<file path="src/rtl/eeprom_bist_seq_pkg.sv">
// Shared types and helpers for the EEPROM self-test sequencer.
// Covers state and pattern encodings, LFSR taps, the request wait limit and saturating arithmetic.
package eeprom_bist_seq_pkg;

  typedef enum logic [2:0] {
    ST_IDLE    = 3'd0,
    ST_WR_REQ  = 3'd1,
    ST_WR_BUSY = 3'd2,
    ST_WAIT    = 3'd3,
    ST_RD_REQ  = 3'd4,
    ST_RD_BUSY = 3'd5,
    ST_DONE    = 3'd6
  } state_e;

  typedef enum logic [1:0] {
    PAT_INC   = 2'd0,
    PAT_CONST = 2'd1,
    PAT_ALT   = 2'd2,
    PAT_LFSR  = 2'd3
  } pat_e;

  // Fibonacci taps for x^8+x^6+x^5+x^4+1 (bits 7,5,4,3 feed bit 0)
  localparam logic [7:0]  LFSR_TAPS    = 8'hB8;
  localparam logic [19:0] REQ_WAIT_CYC = 20'd16;

  function automatic logic [7:0] lfsr_next(input logic [7:0] s);
    return {s[6:0], ^(s & LFSR_TAPS)};
  endfunction

  function automatic logic [7:0] sat_inc8(input logic [7:0] v);
    return (v == 8'hFF) ? 8'hFF : v + 8'd1;
  endfunction

  function automatic logic [7:0] sat_add8(input logic [7:0] v, input logic [1:0] inc);
    logic [8:0] s;
    s = {1'b0, v} + {7'd0, inc};
    return s[8] ? 8'hFF : s[7:0];
  endfunction

endpackage

</file>
<file path="src/rtl/eeprom_bist_seq_if.sv">
// Command/data bundle between the self-test sequencer (master) and the I2C EEPROM driver (slave).
interface eeprom_bist_seq_if;
  logic       iic_pluse;
  logic       iic_w_r;
  logic [7:0] iic_byte_len;
  logic [7:0] iic_addr;
  logic [7:0] iic_data_in;
  logic       iic_busy;
  logic       iic_byte_over;
  logic [7:0] iic_data_out;

  modport master (
    output iic_pluse, iic_w_r, iic_byte_len, iic_addr, iic_data_in,
    input  iic_busy, iic_byte_over, iic_data_out
  );

  modport slave (
    input  iic_pluse, iic_w_r, iic_byte_len, iic_addr, iic_data_in,
    output iic_busy, iic_byte_over, iic_data_out
  );
endinterface

</file>
<file path="src/rtl/eeprom_bist_seq_pat_gen.sv">
// Test pattern generator: the same instance produces write data and the expected read data.
module eeprom_bist_seq_pat_gen
  import eeprom_bist_seq_pkg::*;
(
  input  logic       clk,
  input  logic       rstn,
  input  logic       load_i,
  input  logic       advance_i,
  input  pat_e       sel_i,
  input  logic [7:0] seed_i,
  output logic [7:0] pat_byte_o
);

  logic [7:0] byte_q, byte_d;

  // Next pattern byte: load has priority, then per-pattern step.
  always_comb begin
    byte_d = byte_q;
    if (load_i) begin
      byte_d = ((sel_i == PAT_LFSR) && (seed_i == 8'h00)) ? 8'h01 : seed_i;
    end else if (advance_i) begin
      case (sel_i)
        PAT_INC:   byte_d = byte_q + 8'd1;
        PAT_CONST: byte_d = byte_q;
        PAT_ALT:   byte_d = ~byte_q;
        PAT_LFSR:  byte_d = lfsr_next(byte_q);
        default:   byte_d = byte_q;
      endcase
    end else begin
      byte_d = byte_q;
    end
  end

  // Pattern byte register.
  always_ff @(posedge clk or negedge rstn) begin
    if (!rstn) begin
      byte_q <= 8'h00;
    end else begin
      byte_q <= byte_d;
    end
  end

  assign pat_byte_o = byte_q;

endmodule

</file>
<file path="src/rtl/eeprom_bist_seq.sv">
// EEPROM self-test sequencer: writes one page of pattern data, waits out the write cycle,
// reads it back, compares every byte and reports pass/fail, error count and first bad address.
module eeprom_bist_seq
  import eeprom_bist_seq_pkg::*;
#(
  parameter int unsigned PAGE_LEN    = 8,
  parameter logic [7:0]  START_ADDR  = 8'h00,
  parameter logic [7:0]  SEED        = 8'hA5,
  parameter int unsigned WAIT_CYC    = 250_000,
  parameter int unsigned TIMEOUT_CYC = 1_000_000
) (
  input  logic               clk,
  input  logic               rstn,
  input  logic               start_i,
  input  logic [1:0]         pattern_sel_i,
  eeprom_bist_seq_if.master  iic,
  output logic               done_o,
  output logic               pass_o,
  output logic               fail_o,
  output logic [7:0]         err_cnt_o,
  output logic [7:0]         first_err_addr_o,
  output logic               timeout_o
);

  localparam logic [7:0]  PAGE_LEN_B = 8'(PAGE_LEN);
  localparam logic [19:0] WAIT_LAST  = 20'(WAIT_CYC - 1);
  localparam logic [19:0] TO_LAST    = 20'(TIMEOUT_CYC - 1);

  state_e     state_q, state_d;
  pat_e       sel_q, sel_d, sel_s;
  logic [19:0] cnt_q, cnt_d;
  logic [7:0] byte_cnt_q, byte_cnt_d, err_q, err_d, first_q, first_d;
  logic       first_vld_q, first_vld_d, timeout_q, timeout_d;
  logic       pluse_q, pluse_d, w_r_q, w_r_d, done_q, done_d;
  logic       pass_q, pass_d, fail_q, fail_d;
  logic       load_s, in_busy_s, data_byte_s, data_err_s, len_err_s;
  logic [7:0] pat_byte_s, byte_cnt_nx_s;

  assign sel_s         = (state_q == ST_IDLE) ? pat_e'(pattern_sel_i) : sel_q;
  assign in_busy_s     = (state_q == ST_WR_BUSY) || (state_q == ST_RD_BUSY);
  // Byte strobes past PAGE_LEN still count toward the length check but carry no data.
  assign data_byte_s   = in_busy_s && iic.iic_byte_over && (byte_cnt_q < PAGE_LEN_B);
  assign data_err_s    = data_byte_s && (state_q == ST_RD_BUSY) && (iic.iic_data_out != pat_byte_s);
  assign byte_cnt_nx_s = iic.iic_byte_over ? sat_inc8(byte_cnt_q) : byte_cnt_q;
  assign len_err_s     = in_busy_s && !iic.iic_busy && (byte_cnt_nx_s != PAGE_LEN_B);

  eeprom_bist_seq_pat_gen u_pat_gen (
    .clk        (clk),
    .rstn       (rstn),
    .load_i     (load_s),
    .advance_i  (data_byte_s),
    .sel_i      (sel_s),
    .seed_i     (SEED),
    .pat_byte_o (pat_byte_s)
  );

  // Sequencer next-state, counters and status.
  always_comb begin
    state_d   = state_q;
    sel_d     = sel_q;
    cnt_d     = cnt_q;
    byte_cnt_d = byte_cnt_q;
    pluse_d   = 1'b0;
    w_r_d     = w_r_q;
    done_d    = 1'b0;
    pass_d    = pass_q;
    fail_d    = fail_q;
    timeout_d = timeout_q;
    load_s    = 1'b0;
    err_d     = sat_add8(err_q, {1'b0, data_err_s} + {1'b0, len_err_s});
    if (data_err_s && !first_vld_q) begin
      first_d     = START_ADDR + byte_cnt_q;
      first_vld_d = 1'b1;
    end else begin
      first_d     = first_q;
      first_vld_d = first_vld_q;
    end

    case (state_q)
      ST_IDLE: begin
        if (start_i) begin
          state_d     = ST_WR_REQ;
          sel_d       = pat_e'(pattern_sel_i);
          pluse_d     = 1'b1;
          w_r_d       = 1'b1;
          load_s      = 1'b1;
          cnt_d       = 20'd0;
          byte_cnt_d  = 8'd0;
          pass_d      = 1'b0;
          fail_d      = 1'b0;
          err_d       = 8'd0;
          first_d     = 8'h00;
          first_vld_d = 1'b0;
          timeout_d   = 1'b0;
        end else begin
          state_d = ST_IDLE;
        end
      end
      ST_WR_REQ, ST_RD_REQ: begin
        if (iic.iic_busy) begin
          state_d = (state_q == ST_WR_REQ) ? ST_WR_BUSY : ST_RD_BUSY;
          cnt_d   = 20'd0;
        end else if (cnt_q == REQ_WAIT_CYC) begin
          timeout_d = 1'b1;
          state_d   = ST_DONE;
        end else begin
          cnt_d = cnt_q + 20'd1;
        end
      end
      ST_WR_BUSY, ST_RD_BUSY: begin
        byte_cnt_d = byte_cnt_nx_s;
        if (!iic.iic_busy) begin
          state_d = (state_q == ST_WR_BUSY) ? ST_WAIT : ST_DONE;
          cnt_d   = 20'd0;
        end else if (cnt_q == TO_LAST) begin
          timeout_d = 1'b1;
          state_d   = ST_DONE;
        end else begin
          cnt_d = cnt_q + 20'd1;
        end
      end
      ST_WAIT: begin
        if (cnt_q == WAIT_LAST) begin
          state_d    = ST_RD_REQ;
          pluse_d    = 1'b1;
          w_r_d      = 1'b0;
          load_s     = 1'b1;
          cnt_d      = 20'd0;
          byte_cnt_d = 8'd0;
        end else begin
          cnt_d = cnt_q + 20'd1;
        end
      end
      ST_DONE: state_d = ST_IDLE;
      default: state_d = ST_IDLE;
    endcase

    // Result is resolved on entry to DONE so it is valid alongside the done pulse.
    if ((state_d == ST_DONE) && (state_q != ST_DONE)) begin
      pass_d = (err_d == 8'd0) && !timeout_d;
      fail_d = !((err_d == 8'd0) && !timeout_d);
      done_d = 1'b1;
    end else begin
      done_d = 1'b0;
    end
  end

  // Sequencer state and output registers.
  always_ff @(posedge clk or negedge rstn) begin
    if (!rstn) begin
      state_q     <= ST_IDLE;
      sel_q       <= PAT_INC;
      cnt_q       <= 20'd0;
      byte_cnt_q  <= 8'd0;
      pluse_q     <= 1'b0;
      w_r_q       <= 1'b1;
      done_q      <= 1'b0;
      pass_q      <= 1'b0;
      fail_q      <= 1'b0;
      err_q       <= 8'd0;
      first_q     <= 8'h00;
      first_vld_q <= 1'b0;
      timeout_q   <= 1'b0;
    end else begin
      state_q     <= state_d;
      sel_q       <= sel_d;
      cnt_q       <= cnt_d;
      byte_cnt_q  <= byte_cnt_d;
      pluse_q     <= pluse_d;
      w_r_q       <= w_r_d;
      done_q      <= done_d;
      pass_q      <= pass_d;
      fail_q      <= fail_d;
      err_q       <= err_d;
      first_q     <= first_d;
      first_vld_q <= first_vld_d;
      timeout_q   <= timeout_d;
    end
  end

  assign iic.iic_pluse    = pluse_q;
  assign iic.iic_w_r      = w_r_q;
  assign iic.iic_byte_len = PAGE_LEN_B;
  assign iic.iic_addr     = START_ADDR;
  assign iic.iic_data_in  = pat_byte_s;

  assign done_o           = done_q;
  assign pass_o           = pass_q;
  assign fail_o           = fail_q;
  assign err_cnt_o        = err_q;
  assign first_err_addr_o = first_q;
  assign timeout_o        = timeout_q;

endmodule

</file>
<file path="src/flat_wrapper.sv">
// flat-port wrapper written by rule: the top's interface ports become plain ports
module eeprom_bist_seq_flat import eeprom_bist_seq_pkg::*;
#(
  parameter int unsigned PAGE_LEN    = 8,
  parameter logic [7:0]  START_ADDR  = 8'h00,
  parameter logic [7:0]  SEED        = 8'hA5,
  parameter int unsigned WAIT_CYC    = 250_000,
  parameter int unsigned TIMEOUT_CYC = 1_000_000
)
  (clk, rstn, start_i, pattern_sel_i, done_o, pass_o, fail_o, err_cnt_o, first_err_addr_o, timeout_o, iic_iic_pluse, iic_iic_w_r, iic_iic_byte_len, iic_iic_addr, iic_iic_data_in, iic_iic_busy, iic_iic_byte_over, iic_iic_data_out);
  eeprom_bist_seq_if iic_i ();
  input  logic clk;
  input  logic rstn;
  input  logic start_i;
  input  logic [1:0] pattern_sel_i;
  output logic done_o;
  output logic pass_o;
  output logic fail_o;
  output logic [7:0] err_cnt_o;
  output logic [7:0] first_err_addr_o;
  output logic timeout_o;
  output wire logic [$bits(iic_i.iic_pluse)-1:0] iic_iic_pluse;
  output wire logic [$bits(iic_i.iic_w_r)-1:0] iic_iic_w_r;
  output wire logic [$bits(iic_i.iic_byte_len)-1:0] iic_iic_byte_len;
  output wire logic [$bits(iic_i.iic_addr)-1:0] iic_iic_addr;
  output wire logic [$bits(iic_i.iic_data_in)-1:0] iic_iic_data_in;
  input wire logic [$bits(iic_i.iic_busy)-1:0] iic_iic_busy;
  input wire logic [$bits(iic_i.iic_byte_over)-1:0] iic_iic_byte_over;
  input wire logic [$bits(iic_i.iic_data_out)-1:0] iic_iic_data_out;
  assign iic_iic_pluse = iic_i.iic_pluse;
  assign iic_iic_w_r = iic_i.iic_w_r;
  assign iic_iic_byte_len = iic_i.iic_byte_len;
  assign iic_iic_addr = iic_i.iic_addr;
  assign iic_iic_data_in = iic_i.iic_data_in;
  assign iic_i.iic_busy = iic_iic_busy;
  assign iic_i.iic_byte_over = iic_iic_byte_over;
  assign iic_i.iic_data_out = iic_iic_data_out;
  eeprom_bist_seq #(.PAGE_LEN(PAGE_LEN), .START_ADDR(START_ADDR), .SEED(SEED), .WAIT_CYC(WAIT_CYC), .TIMEOUT_CYC(TIMEOUT_CYC)) u_core (.clk(clk), .rstn(rstn), .start_i(start_i), .pattern_sel_i(pattern_sel_i), .iic(iic_i), .done_o(done_o), .pass_o(pass_o), .fail_o(fail_o), .err_cnt_o(err_cnt_o), .first_err_addr_o(first_err_addr_o), .timeout_o(timeout_o));
endmodule
</file>
<file path="config.mk">
export PLATFORM = sky130hd
export DESIGN_NAME = eeprom_bist_seq_flat
export DESIGN_NICKNAME = d
export VERILOG_FILES = /design/src/rtl/eeprom_bist_seq_pkg.sv /design/src/rtl/eeprom_bist_seq_if.sv /design/src/rtl/eeprom_bist_seq_pat_gen.sv /design/src/rtl/eeprom_bist_seq.sv /design/src/flat_wrapper.sv
export SDC_FILE = /design/constraint.sdc
export NUM_CORES = 1
export LEC_CHECK = 0
export ABC_AREA = 1
export BUFFER_PORTS_ARGS = -buffer_cell sky130_fd_sc_hd__buf_2
export CORE_MARGIN = 4
export CORE_UTILIZATION = 59
export DETAILED_ROUTE_END_ITERATION = 8
export PLACE_DENSITY = 0.85
export RECOVER_POWER = 25
export SLEW_MARGIN = 0
export SYNTH_ARGS = -nofsm -noshare
export SYNTH_HDL_FRONTEND = slang
export SYNTH_SLANG_ARGS = --single-unit
</file>
<file path="constraint.sdc">
create_clock -name clk -period 3.55 [get_ports clk]
set_input_delay 0.71 -clock clk [delete_from_list [all_inputs] [get_ports clk]]
set_output_delay 0.71 -clock clk [all_outputs]
set_load 0.01 [all_outputs]
</file>
==> run summary <==
Among all stages on the critical path, the largest delay is contributed by sky130_fd_sc_hd__nor2_1. The count of nets after finishing is 725. The path class of the tightest hold or removal check is register to register.

The number of synthesized flops with an enable pin is 0. Summing the areas of all and, or, nand and nor instances in the mapped netlist gives 36.1% of the synthesized area. The worst setup path is captured at a register. The layer flagged by global routing as most heavily used is met2. Among cell families on the critical path, the largest total delay comes from simple AND/OR/NAND/NOR gates.

The number of ports placed on the die boundary came out at 61. The post-synthesis instance total is 659. In the post-synthesis netlist, the biggest area contributors are sky130_fd_sc_hd__dfrtp_1, sky130_fd_sc_hd__nand2_1, sky130_fd_sc_hd__nand3_1.

The leakage dissipation came out at 2.58 nW. The width of the die came out at 95.3 um. In the global route stage, met2 resource usage came out at 45.6%.

Using the TritonRoute via totals, the vias-per-cell ratio works out to 5.62. The count of input and output buffers came out at 44. For this design the ratio of total power to cell area is 667 mW/mm^2. Of all cell types, the one taking the most synthesized area is sky130_fd_sc_hd__dfrtp_1. The worst clock skew on the final layout is 0.0105 ns. The via count is 4,536. TritonCTS built the clock tree. The synthesized-area fraction occupied by adder cells came out at 2.11%. The worst-path maximum fanout came out at 8. Entering global routing, the biggest net connects 47 pins. The number of buffers created by CTS came out at 9. The initial antenna violation count is 0. The share of post-route cells with drive strength above 1 came out at 13.4%. The routed length per instance came out at 14.6 um. The worst path in the final design needs a cycle of 3.29 ns, including I/O delays and setup. The endpoint required time on the critical path came out at 3.78 ns. The detailed-routing iteration count for the pre-antenna-repair pass came out at 5. The met1 track utilization from global routing is 34.8%. For this block, the routed nets add up to 11,700 um of wire. After clock tree synthesis, the clock-pin slew on the worst setup and hold paths is 0.07 ns. The number of buffers and inverters on the critical path came out at 4. CTS placed an instance of sky130_fd_sc_hd__clkbuf_8 at the clock tree root.

For this block, the initial DRC count from the detailed router was 247. The insertion delay to the later sink of the worst-skew pair came out at 0.35 ns. Global routing used 27.3% of the available tracks across all layers. The first-pass GRT wire length came out at 19,400 um. Compared with the post-synthesis result, the final layout area differs by 10.3%. The commonest cells after synthesis are sky130_fd_sc_hd__nand2_1, sky130_fd_sc_hd__inv_1, sky130_fd_sc_hd__nor2_1. The largest family of logic cells by synthesized area is simple AND/OR/NAND/NOR gates.

The maximum number of buffers from clock root to sink came out at 2. Global routing used 6.24% of the available met3 tracks. The number of cells in the design after placement came out at 790.

The synthesized design devotes to its leading area cell type 35.0% of total area. The number of clock sinks seen by CTS came out at 64. Yosys printed 0 warnings.

The flow ran to the end, but the final reports show violations. The non-filler instance count after layout is 807. The top achievable clock speed is 304 MHz. The area of the die is 0.00909 mm^2. The transition time of the tightest slew-check pin came out at 2.51 ns. The final estimated routing congestion in global placement came out at 0.947. For this run, the slowest stage of the critical path takes 0.30 ns. The post-synthesis xor/xnor area fraction is 4.28%. The floorplan die height is 95.3 um. The share of flip-flops with an asynchronous set or reset came out at 100%.

The total congestion overflow came out at 0. In this design, the critical path's most frequently occurring cell is sky130_fd_sc_hd__nand3_1. The half-perimeter wire length of the detailed placement result came out at 8550 um. The core region is 0.00733 mm^2. The synthesized netlist contains 39 unique library cells. The final reports fail on capacitance limit, slew limit.

The mean instance size in the synthesized netlist came out at 6.83 um^2. The count of final max-slew check failures is 47. The number of diodes added for antenna fixing is 0.

The endpoint arrival time on the critical path came out at 3.53 ns. The mapped netlist covers 0.00450 mm^2. The cell with the most instances after synthesis is sky130_fd_sc_hd__nand2_1. The H-tree depth is 3. The sort of element at the start of the critical path is an input pin. The effective utilization at floorplan is 61.4%. The worst pin sits at a relative slew slack of -67.4%. The number of endpoints failing setup at the final stage came out at 0.

The number of global-route vias before repair is 4,266. The signal on the critical path passes through buf_2 > inv_1 > nor2_1 > nand3_1 > xor2_1 > nor2_1 > nand3_1 > o21ai_1 > fa_1 > inv_1 > ha_1 > nand3_1 > inv_1 > nor2_1 > nand3_1 > nand3_1 > nand2_1 > nor2_1 > nand3_1 > nand2_1 > nand2_1. The startpoint-to-endpoint class of the critical path is input pin to register.

In this run the core area contains 31 standard-cell rows. The maximum vdd ir drop came out at 0.471 mV. Dividing the final minimum period by the clock period gives 92.8%.

The post-detailed-route DRC marker count is 0. The synthesized netlist devotes 9.54% of its cell area to compound gates. The mux contribution to synthesized area came out at 0%.

The detail route stage leaves a number of antenna-violating nets equal to 0. The count of maximum capacitance violations is 1. The setup total negative slack is 0 ns. The number of hold-slack violations in the final timing report was 0. For this run, the register share of the synthesized area comes to 35.6%. The count of hold-fix buffers inserted at cts is 0.

The most common flop cell mapped by yosys is sky130_fd_sc_hd__dfrtp_1. The synthesis-stage register bit count came out at 64.
[worst paths after layout]
kind / from / to / slack, ns / depth (start not counted)
worst max register to register: u_core.byte_cnt_q[1] / u_core.fail_o / 0.29 / 20
max in group asynchronous: rstn / u_core.state_q[0] / 0.99 / 1
worst min register to register: u_core.sel_q[1] / u_core.sel_q[1] / 0.49 / 2
min in group asynchronous: rstn / u_core.cnt_q[16] / 1.14 / 1
worst max-delay path: iic_iic_byte_over / u_core.fail_o / 0.26 / 21
worst min-delay path: u_core.sel_q[1] / u_core.sel_q[1] / 0.49 / 2
[worst register-to-register path, cell delays in order, from the launching register on]
cell and delay [ns]:
sky130_fd_sc_hd__dfrtp_1 0.42, sky130_fd_sc_hd__ha_1 0.22, sky130_fd_sc_hd__nand3_1 0.14, sky130_fd_sc_hd__nor3_4 0.18, sky130_fd_sc_hd__nand4_1 0.20, sky130_fd_sc_hd__inv_2 0.13, sky130_fd_sc_hd__nor2_1 0.06, sky130_fd_sc_hd__nand3_1 0.07
sky130_fd_sc_hd__o21ai_1 0.09, sky130_fd_sc_hd__fa_1 0.40, sky130_fd_sc_hd__inv_1 0.09, sky130_fd_sc_hd__ha_1 0.18, sky130_fd_sc_hd__nand3_1 0.15, sky130_fd_sc_hd__nor2_4 0.16, sky130_fd_sc_hd__nand3_1 0.09, sky130_fd_sc_hd__nand3_1 0.11
sky130_fd_sc_hd__nand2_1 0.06, sky130_fd_sc_hd__nor2_1 0.12, sky130_fd_sc_hd__nand3_1 0.11, sky130_fd_sc_hd__nand2_1 0.09, sky130_fd_sc_hd__nand2_1 0.06
[layer usage]
layer  vias to the layer above  part of all wire (%)
met5                         -                     0
met4                         0                   2.3
met3                        31                   7.2
met2                       200                    48
met1                      2102                    43
li1                       2203                     -
[flip-flops by register name (all words and copies together) (netlist names), 2 cells and up]
register / flops
u_core.err_cnt_o: 8
u_core.byte_cnt_q: 8
u_core.first_err_addr_o: 8
u_core.cnt_q: 20
u_core.sel_q: 2
u_core.u_pat_gen.pat_byte_o: 8
u_core.state_q: 3
[placed cells by master (no fill, tap or decap), types with 5 or more instances in the layout]
cell type / instances
sky130_fd_sc_hd__a21oi_1: 23
sky130_fd_sc_hd__buf_2: 43
sky130_fd_sc_hd__buf_4: 8
sky130_fd_sc_hd__clkbuf_8: 9
sky130_fd_sc_hd__conb_1: 16
sky130_fd_sc_hd__dfrtp_1: 63
sky130_fd_sc_hd__ha_1: 6
sky130_fd_sc_hd__inv_1: 81
sky130_fd_sc_hd__inv_2: 8
sky130_fd_sc_hd__nand2_1: 169
sky130_fd_sc_hd__nand3_1: 67
sky130_fd_sc_hd__nand4_1: 31
sky130_fd_sc_hd__nor2_1: 71
sky130_fd_sc_hd__nor3_1: 14
sky130_fd_sc_hd__o21ai_0: 24
sky130_fd_sc_hd__o21ai_1: 5
sky130_fd_sc_hd__o22ai_1: 6
sky130_fd_sc_hd__xnor2_1: 11
sky130_fd_sc_hd__xor2_1: 11
[through the flow]
stage / setup slack (ns) / hold WS [ns] / util [%] / area, um^2 / total power, mW
5_1_grt: -0.0346 / 0.507 / 67.7 / 4960 / 3.57
4_1_cts: 0.00498 / 0.486 / 67.3 / 4930 / 3.28
6_report: 0.256 / 0.492 / 67.7 / 4960 / 3.31
3_3_place_gp: 0.109 / 0.454 / 64.6 / 4740 / 2.58
2_1_floorplan: 0.301 / 0.414 / - / 4550 / 2.23
3_5_place_dp: -0.132 / 0.467 / 64.6 / 4740 / 2.64
[what timing repair did]
action / in CTS / in global routing
buffers inserted: 0 / 1
resized for setup: 0 / 7
endpoints found under the setup margin: 0 / 7
[kinds of logic (layout without fill, tap and decap cells)]
| kind of cell | after synthesis | count (layout) |
|---|---|---|
| other | 2 | 16 |
| xor gates and xnor gates | 22 | 22 |
| AOI/OAI and AO/OA | 74 | 74 |
| buffers and inverters | 122 | 157 |
| adders and majority gates | 7 | 7 |
| DFF | 64 | 64 |
| and+or+nand+nor | 368 | 368 |
[final cells by class]
class,instances,area [um^2]
Timing Repair Buffer,52,279
Fill cell,626,2370
Clock buffer,9,124
Clock inverter,7,71.3
Inverter,89,334
Tap cell,99,124
Multi-Input combinational cell,487,2430
Sequential cell,64,1600
[power breakdown]
group / internal (mW) / switching (mW) / leakage, nW
logic: 0.534 / 1.06 / 1.64
registers: 0.887 / 0.189 / 0.849
clock network: 0.324 / 0.313 / 0.0916
total: 1.75 / 1.56 / 2.58
Note: power is estimated with default switching activity, not from simulation.
